## config.mk

```make
export PLATFORM = sky130hd
export DESIGN_NAME = fpany_narrow_stream
export DESIGN_NICKNAME = d
export VERILOG_FILES = /design/src/rtl/fpany_pkg.sv /design/src/rtl/fpany_pipe_stage.sv /design/src/rtl/fpany_narrow_stream.sv
export SDC_FILE = /design/constraint.sdc
export NUM_CORES = 1
export LEC_CHECK = 0
export ABC_AREA = 0
export CAP_MARGIN = 25
export CELL_PAD_IN_SITES_DETAIL_PLACEMENT = 0
export CELL_PAD_IN_SITES_GLOBAL_PLACEMENT = 1
export CORE_ASPECT_RATIO = 1.1
export CORE_MARGIN = 4
export CORE_UTILIZATION = 39
export DETAILED_ROUTE_END_ITERATION = 16
export PLACE_DENSITY_LB_ADDON = 0.05
export SLEW_MARGIN = 20
export SYNTH_ARGS = -nofsm -noshare
export SYNTH_HDL_FRONTEND = slang
export SYNTH_SLANG_ARGS = --single-unit
```

## constraint.sdc

```tcl
create_clock -name clk -period 5.94 [get_ports clk]
set_input_delay 1.188 -clock clk [delete_from_list [all_inputs] [get_ports clk]]
set_output_delay 1.188 -clock clk [all_outputs]
set_load 0.01 [all_outputs]
```

## src/rtl/fpany_pkg.sv

```systemverilog
// Shared widths and field helpers for the fpany multiplier/partial-sum formats.
// Formats are {sign, expo, mant}; both share bias 2**(MULT_EXPO_W-1)-1.
package fpany_pkg;

  localparam int unsigned MULT_EXPO_W = 3;
  localparam int unsigned MULT_MANT_W = 4;
  localparam int unsigned PSUM_EXPO_W = MULT_EXPO_W + 3;
  localparam int unsigned PSUM_MANT_W = MULT_MANT_W + 1;

  localparam int unsigned FP_MULT_W  = 1 + MULT_EXPO_W + MULT_MANT_W;
  localparam int unsigned FP_PSUM_W  = 1 + PSUM_EXPO_W + PSUM_MANT_W;
  localparam int unsigned ROUND_DROP = PSUM_MANT_W - MULT_MANT_W;

  function automatic logic get_sign(input logic [FP_PSUM_W-1:0] w);
    return w[FP_PSUM_W-1];
  endfunction

  function automatic logic [PSUM_EXPO_W-1:0] get_expo(input logic [FP_PSUM_W-1:0] w);
    return w[FP_PSUM_W-2 -: PSUM_EXPO_W];
  endfunction

  function automatic logic [PSUM_MANT_W-1:0] get_mant(input logic [FP_PSUM_W-1:0] w);
    return w[PSUM_MANT_W-1:0];
  endfunction

endpackage

```

## src/rtl/fpany_pipe_stage.sv

```systemverilog
// Single valid/ready register slice; accepts whenever empty or draining.
module fpany_pipe_stage
  import fpany_pkg::*;
#(
  parameter int unsigned W = FP_MULT_W
) (
  input  logic         clk,
  input  logic         rst,
  input  logic         in_valid,
  output logic         in_ready,
  input  logic [W-1:0] in_data,
  output logic         out_valid,
  input  logic         out_ready,
  output logic [W-1:0] out_data
);

  logic         r_valid;
  logic [W-1:0] r_data;

  assign in_ready  = !r_valid || out_ready;
  assign out_valid = r_valid;
  assign out_data  = r_data;

  always_ff @(posedge clk) begin
    if (rst) begin
      r_valid <= 1'b0;
      r_data  <= '0;
    end else if (in_ready) begin
      r_valid <= in_valid;
      if (in_valid) r_data <= in_data;
    end
  end

endmodule

```

## src/rtl/fpany_narrow_stream.sv

```systemverilog
// Narrows a PSUM-format float to MULT format: round half-up in stage 1,
// range check / saturate / pack in stage 2, plus a saturation event counter.
module fpany_narrow_stream
  import fpany_pkg::*;
#(
  parameter int unsigned EXPO_WIDTH_MULT = MULT_EXPO_W,
  parameter int unsigned MANT_WIDTH_MULT = MULT_MANT_W,
  parameter int unsigned EXPO_WIDTH_PSUM = EXPO_WIDTH_MULT + 3,
  parameter int unsigned MANT_WIDTH_PSUM = MANT_WIDTH_MULT + 1,
  parameter int unsigned CNT_WIDTH       = 16
) (
  input  logic                                       clk,
  input  logic                                       rst,
  input  logic                                       in_valid,
  output logic                                       in_ready,
  input  logic [EXPO_WIDTH_PSUM+MANT_WIDTH_PSUM:0]   in_psum,
  output logic                                       out_valid,
  input  logic                                       out_ready,
  output logic [EXPO_WIDTH_MULT+MANT_WIDTH_MULT:0]   out_fp,
  output logic                                       out_sat,
  input  logic                                       clr_cnt,
  output logic [CNT_WIDTH-1:0]                       sat_cnt
);

  localparam int unsigned EM   = EXPO_WIDTH_MULT;
  localparam int unsigned MM   = MANT_WIDTH_MULT;
  localparam int unsigned EP   = EXPO_WIDTH_PSUM;
  localparam int unsigned MP   = MANT_WIDTH_PSUM;
  localparam int unsigned D    = MP - MM;
  localparam int unsigned PW   = 1 + EP + MP;
  localparam int unsigned FW   = 1 + EM + MM;
  localparam int unsigned S1_W = 1 + (EP + 1) + MM;
  localparam int unsigned S2_W = 1 + FW;
  localparam logic [EP:0] EXPO_MAX = (EP+1)'((1 << EM) - 1);

  logic          w_sign;
  logic [EP-1:0] w_expo;
  logic [MP-1:0] w_mant;
  logic [MM:0]   w_mant_sum;
  logic [EP:0]   w_expo_r;
  logic [S1_W-1:0] w_s1_in, w_s1_q;
  logic          w_s1_valid, w_s1_adv;
  logic          w_s1_sign;
  logic [EP:0]   w_s1_expo;
  logic [MM-1:0] w_s1_mant;
  logic          w_sat;
  logic [S2_W-1:0] w_s2_in, w_s2_q;
  logic [CNT_WIDTH-1:0] r_sat_cnt;

  assign w_sign = in_psum[PW-1];
  assign w_expo = in_psum[PW-2 -: EP];
  assign w_mant = in_psum[MP-1:0];

  // Extra exponent bit keeps the rounding carry visible to the range check.
  assign w_mant_sum = {1'b0, w_mant[MP-1:D]} + {{MM{1'b0}}, w_mant[D-1]};
  assign w_expo_r   = {1'b0, w_expo} + {{EP{1'b0}}, w_mant_sum[MM]};
  assign w_s1_in    = {w_sign, w_expo_r, w_mant_sum[MM-1:0]};

  fpany_pipe_stage #(.W(S1_W)) u_s1 (
    .clk       (clk),
    .rst       (rst),
    .in_valid  (in_valid),
    .in_ready  (in_ready),
    .in_data   (w_s1_in),
    .out_valid (w_s1_valid),
    .out_ready (w_s1_adv),
    .out_data  (w_s1_q)
  );

  assign w_s1_sign = w_s1_q[S1_W-1];
  assign w_s1_expo = w_s1_q[MM +: EP+1];
  assign w_s1_mant = w_s1_q[MM-1:0];
  assign w_sat     = w_s1_expo > EXPO_MAX;

  always_comb begin
    w_s2_in = '0;
    w_s2_in[S2_W-1] = w_sat;
    w_s2_in[FW-1]   = w_s1_sign;
    if (w_sat) w_s2_in[FW-2:0] = '1;
    else       w_s2_in[FW-2:0] = {w_s1_expo[EM-1:0], w_s1_mant};
  end

  fpany_pipe_stage #(.W(S2_W)) u_s2 (
    .clk       (clk),
    .rst       (rst),
    .in_valid  (w_s1_valid),
    .in_ready  (w_s1_adv),
    .in_data   (w_s2_in),
    .out_valid (out_valid),
    .out_ready (out_ready),
    .out_data  (w_s2_q)
  );

  assign out_fp  = w_s2_q[FW-1:0];
  assign out_sat = w_s2_q[S2_W-1];

  always_ff @(posedge clk) begin
    if (rst || clr_cnt)
      r_sat_cnt <= '0;
    else if (out_valid && out_ready && out_sat && (r_sat_cnt != '1))
      r_sat_cnt <= r_sat_cnt + 1'b1;
  end

  assign sat_cnt = r_sat_cnt;

endmodule

```

# ---- Yosys cells after proc, flatten, opt, wreduce, memory -nomap -nowiden
# Cells that the tools add are included.
dict set report word_totals {
  reg_bits 39
  wordCells 21
}
dict set report op_classes {
  add_sub_neg 3
  magnitude_cmp 1
  eq_ne 1
  muxes 1
  reduce_logical 10
}
# cell n
set ops {}
lappend ops {{$add 16x1->16 const B} 1}
lappend ops {{$ne 16x16->1 const B} 1}
lappend ops {{$add 6x1->7} 1}
lappend ops {{$gt 7x3->1 const B} 1}
lappend ops {{$mux 7} 1}
lappend ops {{$add 4x1->5} 1}
lappend ops {{$reduce_and 2->1} 2}
lappend ops {{$logic_and 1x1->1} 3}
lappend ops {{$logic_or 1x1->1} 3}
lappend ops {{$logic_not 1->1} 2}

# ---- Logic depth before layout (Yosys ltp)
dict set report logic_depth {
  word_depth 4
  ltp_mapped 8
  depth_no_buf 8
}

# ---- Modules after synthesis
# From an unflattened synthesis, not the netlist that was laid out.
dict set report unflattened {
  hier_cells 232
  area_unflattened_um2 2150.8
}
# module n_inst cells_per_inst area_per_inst_um2
set by_module_without_submodules {}
lappend by_module_without_submodules {fpany_narrow_stream 1 128 1082.3}
lappend by_module_without_submodules {{fpany_pipe_stage at u_s1} 1 59 598.1}
lappend by_module_without_submodules {{fpany_pipe_stage at u_s2} 1 45 470.5}

# ---- Least setup slack after synthesis
# Ideal clock, no wire load.
dict set report synth_timing {
  kind {input port to flip-flop}
  startpoint {input in_psum[0]}
  endpoint {register u_s1.r_data[8], in the netlist u_s1.out_data[8]}
  t_arrival_ns 2.630
  required_time_ns 5.854
  slack_ns 3.224
  path_stages 8
  path_buffers 0
  cell_sequence {ha_1 -> ha_1 -> and3_1 -> ha_1 -> ha_1 -> and3_1 -> xnor2_1 -> a211oi_1}
}
dict set report synth_between {
  elab_chain_len 2
}
# item line_no
set synth_rtl {}
lappend synth_rtl {{from (decl)} fpany_narrow_stream.sv:16} ;# input logic [EXPO_WIDTH_PSUM+MANT_WIDTH_PSUM:0] in_psum,
lappend synth_rtl {{$add 4x1->5} fpany_narrow_stream.sv:55} ;# assign w_mant_sum = {1'b0, w_mant[MP-1:D]} + {{MM{1'b0}}, w_mant[D-1]};
lappend synth_rtl {{$add 6x1->7} fpany_narrow_stream.sv:56} ;# assign w_expo_r = {1'b0, w_expo} + {{EP{1'b0}}, w_mant_sum[MM]};
lappend synth_rtl {{to (signal assigned)} fpany_pipe_stage.sv:30} ;# if (in_valid) r_data <= in_data;
lappend synth_rtl {{to (decl)} fpany_pipe_stage.sv:18} ;# logic [W-1:0] r_data;
# Every way passes these cells.
# A chain may end at the register's enable or synchronous reset.

# ---- Worst setup path after layout
dict set report layout_timing {
  startpoint {input out_ready}
  endpoint {output in_ready}
}
dict set report layout_between {
  elab_chain_len 2
}
# item line_no
set layout_rtl {}
lappend layout_rtl {{from (decl)} fpany_narrow_stream.sv:18} ;# input logic out_ready,
lappend layout_rtl {{$logic_or 1x1->1 (2 in series)} fpany_pipe_stage.sv:20} ;# assign in_ready = !r_valid || out_ready;
lappend layout_rtl {{to (decl)} fpany_narrow_stream.sv:15} ;# output logic in_ready,
# Every way passes these cells.

==> run_results.csv <==
group,metric,value,unit
logic_synthesis,netlist_area,1840,sq um
sta,rsz0062_at_grt,"no",
logic_synthesis,synthSimpleGateAreaFrac,0.317,
sta,tns,0,ns
sta,setup_violations,0,
power_and_ir_drop,p_seq_frac,0.547,
cells_and_area,multi_input_area,1020,sq um
die,initial_utilization,0.414,
die,io_pins,44,
die,die_x,73.5,um
route,via_count,1678,
grt,track_usage,0.157,
placement,dp.final_hpwl,3150,um
grt,grt_pass1_wl,7280,um
die,die_area,5880,sq um
worst_setup_path,cp_slowest_stage_delay,0.56,ns
die,rows,25,
clock_network,postCtsHoldBufs,0,
placement,place.gp.congestion,0.747,
power_and_ir_drop,powerDensity,211,nW/um^2
power_and_ir_drop,comb_power_share,0.107,
die,core_area,4440,sq um
cells_and_area,syn2layout_area_growth,31.3,%
cells_and_area,final_core_util,0.544,
min_path,hold_path.class,"reg -> reg",
logic_synthesis,async_flop_share,0,
power_and_ir_drop,power_frac_clock,0.346,
logic_synthesis,synth_edf_count,0,
worst_setup_path,worstPathArrival,2.49,ns
clock_network,clock-sinks,39,
clock_network,ctsResizeCount,0,
cells_and_area,drive_gt1_frac,0.0698,
logic_synthesis,synth_warnings,0,
route,ant_nets,0,
logic_synthesis,synth_xor_area_frac,0.0286,
power_and_ir_drop,power,509,uW
route,drc,0,
clock_network,clock_latency,0.29,ns
worst_setup_path,path_class,"in -> out",
worst_setup_path,crit_top_cell,"clkdlybuf4s50_1",
cells_and_area,fin_nets,279,
sta,max_clock_freq,272,MHz
cells_and_area,fin_cells,312,
sta,hold_violations,0,
grt,antenna_found_initial,0,
sta,max_slew_margin,0.604,
logic_synthesis,synth_top_family_by_area,"simple AND/OR/NAND/NOR gates",
sta,drv_slew,0,
route,drt-initial-drc-count,56,
placement,io_buffer_count,43,
clock_network,htree_levels,2,
clock_network,root_buffer,"clkbuf_8",
placement,placed_cells,303,
clock_network,path_clk_slew,0.08,ns
power_and_ir_drop,sw_frac_of_total,0.247,
logic_synthesis,synth-seq-area-share,0.424,
route,via_per_inst,5.38,
power_and_ir_drop,power_switching,126,uW
sta,worst_slew_pin_slew,0.595,ns
logic_synthesis,synthAdderAreaFrac,0.0340,
logic_synthesis,synth_cell_types,40,
cells_and_area,regArea,781,sq um
worst_setup_path,crit_chain,"clkdlybuf4s50_1, nand3b_1, clkdlybuf4s50_1",
logic_synthesis,synth-compound-area-share,0.165,
logic_synthesis,syn_inst,212,
clock_network,post-cts-setup-buffer-count,0,
cells_and_area,nFillCells,438,
run_status,outcome,"finished clean",
logic_synthesis,synthMuxAreaShare,0.0109,
worst_setup_path,start_kind,"input pin",
logic_synthesis,synth-seq-cells,39,
logic_synthesis,synth_nets,234,
logic_synthesis,yosysTopAreaCell,"dfxtp_1",
logic_synthesis,synthFlopType,"dfxtp_1",
clock_network,cts-buffers-inserted,5,
grt,gr-total-overflow,0,
clock_network,tritoncts,"built",
sta,fin_skew,0.00268,ns
logic_synthesis,avgSynthCellArea,8.68,sq um
route,dr.pass1.iters,4,
logic_synthesis,synth_area_leaders,"dfxtp_1 (42%), nand2_1 (8.0%), a21oi_1 (4.4%)",
cells_and_area,insertedDiodeCount,0,
worst_setup_path,crit_slowest_cell,"clkdlybuf4s50_1",
die,die_h,80.1,um
worst_setup_path,cp.required,4.75,ns
route,finalWirelength,4240,um
grt,grt_start_max_net_pins,29,
clock_network,ctsLongestPathBuffers,2,
flow_run,maxCapViolCount,0,
sta,layout_min_cycle_time,3.67,ns
logic_synthesis,yosys-top-cells-count,"dfxtp_1 (39), nand2_1 (39), a21oi_1 (16)",
grt,grt_pass1_vias,1564,
worst_setup_path,path_max_fanout,4,
power_and_ir_drop,intPower,383,uW
power_and_ir_drop,vdd_drop_max,0.130,mV
worst_setup_path,cp-end-kind,"output pin",
logic_synthesis,synth_top_area_share,0.424,
route,routedWlPerCell,13.6,um
sta,finalCritPeriodShare,0.619,
power_and_ir_drop,leakage,0.859,nW
==> sequential cells by signal, summed over array words and instances, names as in the netlist <==
name / cells
u_s1.out_valid: 1
sat_cnt: 16
u_s1.out_data: 12
u_s2.out_valid: 1
u_s2.out_data: 9
==> worst paths after layout <==
| kind | from | end | slack [ns] | cells past startpoint |
|---|---|---|---|---|
| worst min register to register | u_s1.out_data[11]$_SDFFE_PP0P_ | u_s2.out_data[7]$_SDFFE_PP0P_ | 0.45 | 2 |
| worst max register to register | sat_cnt[0]$_SDFFE_PP0P_ | sat_cnt[1]$_SDFFE_PP0P_ | 4.28 | 4 |
| worst min-delay path | u_s1.out_data[11]$_SDFFE_PP0P_ | u_s2.out_data[7]$_SDFFE_PP0P_ | 0.45 | 2 |
| worst max-delay path | out_ready | in_ready | 2.27 | 3 |
==> power by group through the flow <==
stage               combinational, mW  clock (mW)  sequential [mW]
finish                         0.0547       0.176            0.278
global route                   0.0615       0.192            0.280
CTS                            0.0548       0.181            0.278
detailed placement             0.0546           0            0.285
global placement               0.0543           0            0.284
floorplan                      0.0245           0            0.285
==> area by class of cell <==
class	count	share of cell area
timing repair buffer	45	0.187
clock buffer	6	0.0300
inverter	2	0.00311
tap	54	0.0280
clock inverter	2	0.00518
multi-input combinational	164	0.423
sequential	39	0.323
==> cells by family after synthesis <==
kind of cell	Yosys count
and+or+nand+nor	104
buffers and inverters	9
xor gates and xnor gates	6
AOI/OAI and AO/OA	47
adders and majority gates	5
DFF	39
muxes	2
==> placed cells by master (no fill, tap or decap), drive strengths merged, types with 4 or more instances in the layout <==
master / n
clkdlybuf4s50: 43
nand2: 39
dfxtp: 39
a21oi: 16
nor2: 13
a31oi: 11
and3: 10
a211oi: 10
nand3: 9
nand4: 7
nor3: 6
clkbuf: 6
ha: 5
nor4: 5
xnor2: 4
==> through the flow <==
step | cell area (sq um) | setup slack (ns) | hold WS, ns
after CTS | 2400 | 2.26 | 0.458
final | 2420 | 2.27 | 0.454
after detailed placement | 2320 | 2.26 | 0.447
after global routing | 2420 | 2.23 | 0.480
after floorplan | 1840 | 3.22 | 0.432
after global placement | 2320 | 2.27 | 0.446
==> metal layers <==
layer | part of all wire | vias up | GRT usage
li1 | - | 876 | -
met1 | 0.43 | 763 | 0.175
met2 | 0.52 | 32 | 0.281
met3 | 0.042 | 7 | 0.0426
met4 | 0.015 | 0 | 0.0543
met5 | 0 | - | 0
==> critical path: cells and delay by family <==
kind | cells | cell delay (ns)
buffers and inverters | 2 | 1.10
and+or+nand+nor | 1 | 0.19
No activity file was read; power rests on OpenSTA's default activity.
==> variant 1, RTL diff (same flow settings) <==
Set the package constant `MULT_MANT_W` to 6 (it was 4).
--- a/src/rtl/fpany_pkg.sv
+++ b/src/rtl/fpany_pkg.sv
@@ -4,5 +4,5 @@
 
   localparam int unsigned MULT_EXPO_W = 3;
-  localparam int unsigned MULT_MANT_W = 4;
+  localparam int unsigned MULT_MANT_W = 6;
   localparam int unsigned PSUM_EXPO_W = MULT_EXPO_W + 3;
   localparam int unsigned PSUM_MANT_W = MULT_MANT_W + 1;
Ports: changed (resized in_psum and out_fp); port bits go from 44 to 48. No check against the original RTL was run, so the function may have changed too.
==> variant 1 against the original RTL <==
Die area rose by 7.9%. Routed wire length up 9.2%. Fmax rose by 1.7%. Setup slack improved by 0.061 ns. Critical path depth unchanged. Power grew 13%. Sequential cell count grew 4. Clock power rose by 14%. Critical path type unchanged. Count of clock-buffer cells in the layout grew 2. Synthesized area increased by 8.8%. Largest cell class unchanged. Combinational power is 18% higher. Register-to-register slack worse by 0.09 ns. Design area grew 8.3%.
==> variant 1: results <==
finish:
  comb.multi_input.count: 179
  num-fill-cells: 504
  clock_tree_area_fraction_pct: 3.83
  buffer_area_share_pct: 18.8
  clkbuf_count: 8
  syn_to_final_growth_pct: 30.6
  drive_gt1_share_pct: 7.42
  sh_seq_area_pct: 32.9
  stdcell_area_um2: 2620
  multi_input_area_share_pct: 41.1
worst_setup_path:
  critPathArrivalTime_ns: 2.43
drt:
  vias: 1840
  vias_per_cell: 5.40
  wl_met2_um: 2360
  route.met3.wl_um: 200
  wl_met1_um: 2000
placed_design:
  dp.cells: 333
  dp_slack_ns: 2.33
  port_buffers: 47
  place.gp.congestion: 0.791
global_route:
  grtUsageTotal_pct: 15.1
  gr-usage-met3_pct: 3.90
  use_met1_pct: 17.7
power_and_ir_drop:
  p_leak_nw: 0.934
  power_frac_clock_pct: 35.1
  pg_comb_mw: 0.0643
yosys:
  syn_nets: 260
  ys_top_cells_by_area: "dfxtp_1, nand2_1, a21oi_1, a31oi_1, ha_1"
run_status:
  status: "finished clean"
sta:
  worstMarginPinSlew_ns: 0.928
  fin_skew_ns: 0.00762
-- variant 1: cell count changes in the layout (fill, tap and decap cells not counted), sizes merged, moves of 4 or more --
| cell | change |
|---|---|
| a21oi | +6 |
| dfxtp | +4 |
| clkdlybuf4s50 | +4 |
| nand2 | +5 |
| o21ai | +4 |
-- variant 1: logic make-up (layout without fill, tap and decap cells) --
logic type | after synthesis | in the layout | share of synthesized area (%)
xor+xnor | 9 | 9 | 3.94
simple gates | 110 | 110 | 29.1
fa+ha+maj | 5 | 5 | 3.12
buf+inv | 14 | 61 | 3.37
mux | 2 | 2 | 0.999
compound gates | 53 | 53 | 16.5
flops | 43 | 43 | 43.0
-- variant 1: final timing paths --
check / from / end / slack [ns]
min: u_s1.out_data[13] / u_s2.out_data[9] / 0.46
max: out_ready / in_ready / 2.33
max reg2reg: sat_cnt[0] / sat_cnt[9] / 4.19
min reg2reg: u_s1.out_data[13] / u_s2.out_data[9] / 0.46
==> variant 2, RTL diff (config.mk and constraints unchanged) <==
Made on the original files. Make the reset (`rst`) asynchronous in one clocked block.
--- a/src/rtl/fpany_pipe_stage.sv
+++ b/src/rtl/fpany_pipe_stage.sv
@@ -22,5 +22,5 @@
   assign out_data  = r_data;
 
-  always_ff @(posedge clk) begin
+  always_ff @(posedge clk or posedge rst) begin
     if (rst) begin
       r_valid <= 1'b0;
Function: differs if rst is asserted again (counterexample within 4 cycles, from zero or initial values and one cycle with rst high); with rst held inactive, the same outputs for 10 cycles.
==> variant 2 against the original RTL <==
Highest routed layer unchanged. Design area rose by 0.88%. Global-route usage rose by 0.37 points. Clock power rose by 47%. Non-clock buffer count fell by 2. First-iteration DRC count rose by 95%. Power rose by 28%. Sequential cell count did not move. Setup slack improved by 0.081 ns. Routed wire length fell by 1.8%. Synthesized area fell by 0.48%. Largest cell class unchanged.
==> variant 2: results <==
placed_design:
  hpwl_um: 3190
  place.gp.congestion: 0.810
  dp_slack_ns: 2.34
  dpl-instance-area_um2: 2300
yosys:
  async_flop_share_pct: 59.0
  synthTopCellsByCount: "dfrtp_1, nand2_1, dfxtp_1"
  ys_seq_area_share_pct: 48.9
  ys_top_cells_by_area: "dfrtp_1, dfxtp_1, nand2_1, mux2_2, ha_1"
  ys_types: 42
  syn_nets: 203
min_path:
  min_path_type: "register to register"
  hold_end: "u_s1.out_data[7]"
  hp-start: "u_s1.out_data[7]"
worst_setup_path:
  reg2reg_slack_ns: 3.83
  reg2reg_depth: 5
  regToRegEndpoint: "sat_cnt[7]"
drt:
  vias: 1582
  drc_errors: 0
  wl_um: 4170
  drtIter0Drc: 109
  drtPass1Iterations: 4
finish:
  drive_gt1_share_pct: 8.81
  num-fill-cells: 381
  final_nets: 248
global_route:
  grtUsageTotal_pct: 16.1
  grt_max_degree: 24
  grt_pass1_wl_um: 7370
clocking:
  cts-root-buf: "clkbuf_8"
  worstSkewPairLatency_ns: 0.28
  numCtsBuffers: 5
sta:
  slew_headroom_pct: 42.9
  fin_skew_ns: 0.00333
power_and_ir_drop:
  peakVddDrop_mv: 0.155
  p_leak_nw: 0.865
run_status:
  status: "finished clean"
-- variant 2: worst max path at each step --
| stage | startpoint | to | slack (ns) | cells after the start |
|---|---|---|---|---|
| 6_report | out_ready | in_ready | 2.35 | 3 |
| 5_1_grt | out_ready | in_ready | 2.27 | 3 |
| 4_1_cts | out_ready | in_ready | 2.33 | 3 |
| 3_5_place_dp | out_ready | in_ready | 2.34 | 3 |
| 3_3_place_gp | out_ready | in_ready | 2.36 | 3 |
| 2_1_floorplan | out_ready | in_ready | 3.35 | 1 |
-- variant 2: worst max-delay path: stages --
cell and delay, ns:
clkdlybuf4s50_1 0.50, nand3b_1 0.16, clkdlybuf4s50_1 0.55
-- variant 2: cell families (layout without fill, tap and decap cells) --
| logic type | after synthesis | in the layout | synth area share [%] |
|---|---|---|---|
| DFF | 39 | 39 | 48.9 |
| AOI/OAI and AO/OA | 40 | 40 | 14.8 |
| muxes | 7 | 7 | 4.23 |
| adders and majority gates | 5 | 5 | 3.42 |
| buffers and inverters | 6 | 52 | 1.57 |
| and+or+nand+nor | 77 | 77 | 23.8 |
| xor gates and xnor gates | 7 | 7 | 3.35 |
-- variant 2: cell type report --
cell class                 count  area, µm²  area share (%)
multi-input combinational    136        907            37.2
sequential                    39        896            36.8
timing repair buffer          43        430            17.7
clock buffer                   6       72.6            2.98
tap                           54       67.6            2.77
clock inverter                 2       60.1            2.46
inverter                       1       3.75           0.154
-- variant 2: power by group --
group | switching [mW] | total, mW | internal [mW]
clock | 0.0901 | 0.258 | 0.168
sequential | 0.0141 | 0.302 | 0.288
combinational | 0.0402 | 0.0921 | 0.0519
-- variant 2: layer usage --
metal,GRT usage [%],vias to the layer above,share of wire (%)
li1,-,778,-
met1,18.1,752,39
met2,27.9,42,53
met3,4.53,10,5.4
met4,6.88,0,2.3
met5,0,-,0
-- variant 2: metrics by stage --
stage	instances	hold slack (ns)
2_1_floorplan	181	0.449
3_3_place_gp	273	0.463
3_5_place_dp	273	0.476
4_1_cts	281	0.494
5_1_grt	281	0.520
6_report	281	0.489
